[src/rtl/popcount_seq.sv]
// Wide population count built from one shared 8-bit popcount stage.
// Bytes are shifted through the stage one per cycle and summed into acc.

module popcount8 (
  input  logic [7:0] b,
  output logic [3:0] cnt
);
  always_comb begin
    cnt = '0;
    for (int i = 0; i < 8; i++) cnt = cnt + {3'b000, b[i]};
  end
endmodule

module popcount_seq #(
  parameter int N_BYTES   = 4,
  parameter int OUT_WIDTH = 6
) (
  input  logic                   CLK,
  input  logic                   ASYNCRESETN,
  input  logic [8*N_BYTES-1:0]   I,
  input  logic                   I_valid,
  output logic                   I_ready,
  output logic [OUT_WIDTH-1:0]   O,
  output logic                   O_valid,
  input  logic                   O_ready,
  output logic                   busy
);
  localparam int IW = $clog2(N_BYTES) + 1;

  typedef enum logic [1:0] {IDLE, RUN, DONE} state_t;

  state_t                 state, state_nxt;
  logic [8*N_BYTES-1:0]   shreg;
  logic [OUT_WIDTH-1:0]   acc;
  logic [IW-1:0]          idx;
  logic                   arm;
  logic [3:0]             cnt;
  logic                   accept;
  logic                   last;

  popcount8 u_pc8 (.b(shreg[7:0]), .cnt(cnt));

  // arm stays low through the first edge after reset release so no transfer
  // can happen on that edge.
  assign I_ready = arm && ((state == IDLE) || ((state == DONE) && O_ready));
  assign accept  = I_valid && I_ready;
  assign last    = (idx == IW'(N_BYTES - 1));
  assign O       = acc;
  assign O_valid = (state == DONE);
  assign busy    = (state == RUN);

  always_comb begin
    state_nxt = state;
    unique case (state)
      IDLE:    if (accept) state_nxt = RUN;
      RUN:     if (last) state_nxt = DONE;
      DONE:    if (O_ready) state_nxt = accept ? RUN : IDLE;
      default: state_nxt = IDLE;
    endcase
  end

  always_ff @(posedge CLK or negedge ASYNCRESETN) begin
    if (!ASYNCRESETN) begin
      state <= IDLE;
      arm   <= 1'b0;
    end else begin
      state <= state_nxt;
      arm   <= 1'b1;
    end
  end

  always_ff @(posedge CLK or negedge ASYNCRESETN) begin
    if (!ASYNCRESETN) begin
      shreg <= '0;
      acc   <= '0;
      idx   <= '0;
    end else if (accept) begin
      shreg <= I;
      acc   <= '0;
      idx   <= '0;
    end else if (state == RUN) begin
      acc   <= acc + OUT_WIDTH'(cnt);
      shreg <= shreg >> 8;
      idx   <= idx + IW'(1);
    end
  end
endmodule

[config.mk]
export PLATFORM = sky130hd
export DESIGN_NAME = popcount_seq
export DESIGN_NICKNAME = d
export VERILOG_FILES = /design/src/rtl/popcount_seq.sv
export SDC_FILE = /design/constraint.sdc
export NUM_CORES = 1
export LEC_CHECK = 0
export ABC_AREA = 0
export CAP_MARGIN = 20
export CORE_MARGIN = 1.5
export CORE_UTILIZATION = 51
export CTS_BUF_LIST = sky130_fd_sc_hd__clkbuf_8
export DETAILED_ROUTE_END_ITERATION = 12
export DONT_BUFFER_PORTS = 1
export PLACE_DENSITY = 0.66
export REMOVE_ABC_BUFFERS = 1
export SLEW_MARGIN = 20
export SYNTH_ARGS = -nofsm -noshare
export SYNTH_HDL_FRONTEND = slang
export SYNTH_SLANG_ARGS = --single-unit
[constraint.sdc]
create_clock -name CLK -period 9.9 [get_ports CLK]
set_input_delay 0.495 -clock CLK [delete_from_list [all_inputs] [get_ports CLK]]
set_output_delay 0.495 -clock CLK [all_outputs]
set_load 0.02 [all_outputs]
==> results.md <==
* Worst R2R Path Depth at 12
* Final nets at 251
* Vias in the first global route at 1525
* Share of post-route cells with drive strength above 1 at 0.0693
* Design area at approximately 0.0023 mm2
* Largest net degree at the start of global routing at 57
* Antenna diodes at 0
* WP data arrival at 4.08 ns
* Setup Fix Bufs, Post-CTS at 0
* Commonest cells after routing, fill and taps aside: dfrtp_1, nand2_1, a22o_1, inv_1, a21o_1
* Sw power at 0.379 mW
* Internal power consumption at 0.511 mW
* Sequential-to-total area share from yosys stat at 0.494
* RSZ-0062 raised after global routing: false
* Worst setup EP type: flop
* Hold Crit Class: in2async
* WP data required at 10.12 ns
* Final hold vios at 0
* Lkg Pwr at 1.19 nW
* Tot GR Track Use at 0.181
* CTS tree: yes
* Tot Pwr at 0.890 mW
* Fin crit share at 0.389
* Sequential share of power at 0.336
* Routed WL per cell at 16.6 um
* Final setup TNS at 0 ns
* Die area at 0.00477 mm2
* First-pass GRT wire length at 6840 um
* Post-route ant nets at 0
* H-tree levels at 2
* Final WL at 4170 um
* Post-synth cell types at 32
* Vias/cell at roughly 5.9
* # port buffers at 0
* Area leader, netlist: dfrtp_1
* Root buf cell: clkbuf_8
* Routed via count at 1497
* Syn avg cell area at around 11 um2
* Clock sink total at 44
* Yosys reg bits at 44
* Total congestion overflow at 0
* I/O pin count at 45
* Slew Viols, Final at 0
* Row count at 23
* Num CTS Buffers at 5
* CTS Buffer Depth at 2
* Most common cell after layout, fill and taps aside: dfrtp_1
* First-pass iteration count of the detailed router at 4
* Drt initial violations at 81
* Largest vdd supply drop at 133 uV
* Sw frac at 0.426
* Gate power share at 0.535
* Chip Height at 69.1 um
* Max-slew headroom at 0.453
* Syn. warnings at 0
* Area after DPL at 0.00220 mm2
* Min cycle time layout at 3.86 ns
* Clock group share of total power at 0.129
* Gpl congestion at ~0.89
* Core ar. at between 0.004 and 0.005 mm2
* Dpl ws at 6.08 ns
* Drc violations at 0
* Setup ws final at ~6.0 ns
* Crit path launch type: flop
* Peak Freq at 259 MHz
* Clock-pin transition on the worst setup and hold timing paths at 0.08 ns
* Top-area cell type share of the netlist area at 0.494
* Top cells by area, synth: dfrtp_1, a22o_1, a21o_1
* Fin Clk Skew at 0.00464 ns
* Gate Count Post-Synth at just over 200
* Area growth syn-to-layout at 4.16%
* Die X at 69.1 um
* Dpl hpwl at around 2700 um
* Clock latency on the worst-skew pair at 0.29 ns
* Post-CTS Resized at 0
* Starting density of the core at 0.545
* Syn Std Cell Area at between 0.002 and 0.0025 mm2
* Endpoints failing setup at 0
* Crit-path max FO at 3
* Max_cap viols at 0
* Status: finished, final reports clean
* Final core occ at 0.568
* Worst-Margin Slew at 0.820 ns
* Setup CP Type: reg2reg
* Initial antenna violation count at 0
* Hold buffer count at cts at 1
* Pwr Density at 383 mW/mm2
-- final timing paths --
path	startpoint	to	slack, ns
max	shreg[0]	O[5]	6.04
min	ASYNCRESETN	O[4]	0.03
min reg2reg	shreg[8]	shreg[8]	0.48
max in group asynchronous	ASYNCRESETN	shreg[8]	9.67
max reg2reg	shreg[0]	O[5]	6.04
min in group CLK	I[28]	shreg[28]	0.32
-- final cells by class --
| cell class | instances | area, um2 |
|---|---|---|
| fillers | 377 | 1770 |
| flip-flops and latches | 44 | 1100 |
| multi-input cells | 130 | 961 |
| clock buffers | 6 | 82.6 |
| inverters | 18 | 67.6 |
| well taps | 50 | 62.6 |
| repair buffers | 2 | 35.0 |
| clock inverters | 2 | 10.0 |
-- synthesized netlist by cell type (all sizes together) --
cell type,n
and3b,1
a22o,19
buf,12
o31ai,6
nor2,7
o21ai,12
nor2b,2
conb,1
xor2,1
a211oi,2
a31o,1
inv,18
clkbuf,1
o22ai,4
a21oi,1
o21a,1
a22oi,6
nand2,24
dfrtp,44
ha,9
nand4,1
o21bai,2
a21o,18
and4b,1
fa,5
mux2,1
xnor2,2
nand2b,3
-- critical path: stages, from the launching register on --
cell	delay (ns)
dfrtp_1	0.39
ha_1	0.27
inv_1	0.05
fa_1	0.49
fa_1	0.42
fa_1	0.42
fa_1	0.55
inv_1	0.06
ha_1	0.26
a211oi_1	0.32
o21bai_1	0.15
a31o_2	0.26
a21oi_1	0.12
-- stage by stage --
step                      hold WS [ns]  cells
after floorplan                  0.199    192
after global placement           0.201    243
after detailed placement         0.201    243
after CTS                       0.0315    252
after global routing            0.0336    252
final                           0.0323    252
-- per-layer routing --
metal,global-route usage,routed length (um)
met1,0.197,1720
met2,0.315,2110
met3,0.0687,280
met4,0.0741,53
met5,0,0
-- power by group through the flow --
stage / Clock, mW / Sequential [mW] / Combinational, mW
floorplan: 0 / 0.292 / 0.377
detailed placement: 0 / 0.303 / 0.472
finish: 0.115 / 0.299 / 0.476
global placement: 0 / 0.298 / 0.442
CTS: 0.120 / 0.299 / 0.479
global route: 0.126 / 0.306 / 0.536
-- kinds of logic (layout without fill, tap and decap cells) --
family	Yosys count	after routing	share of synthesized area
compound gates	72	72	0.237
xor+xnor	3	3	0.0118
fa+ha+maj	14	14	0.0955
buf+inv	31	28	0.0742
flops	44	44	0.494
mux	1	1	0.00506
other cells	1	1	0.00168
simple gates	39	39	0.0803
-- sequential cells by signal, indices dropped and copies added, names as in the netlist --
signal / count
shreg: 32
O: 6
idx: 3
state: 2
arm: 1
Note: power is estimated with default switching activity, not from simulation.
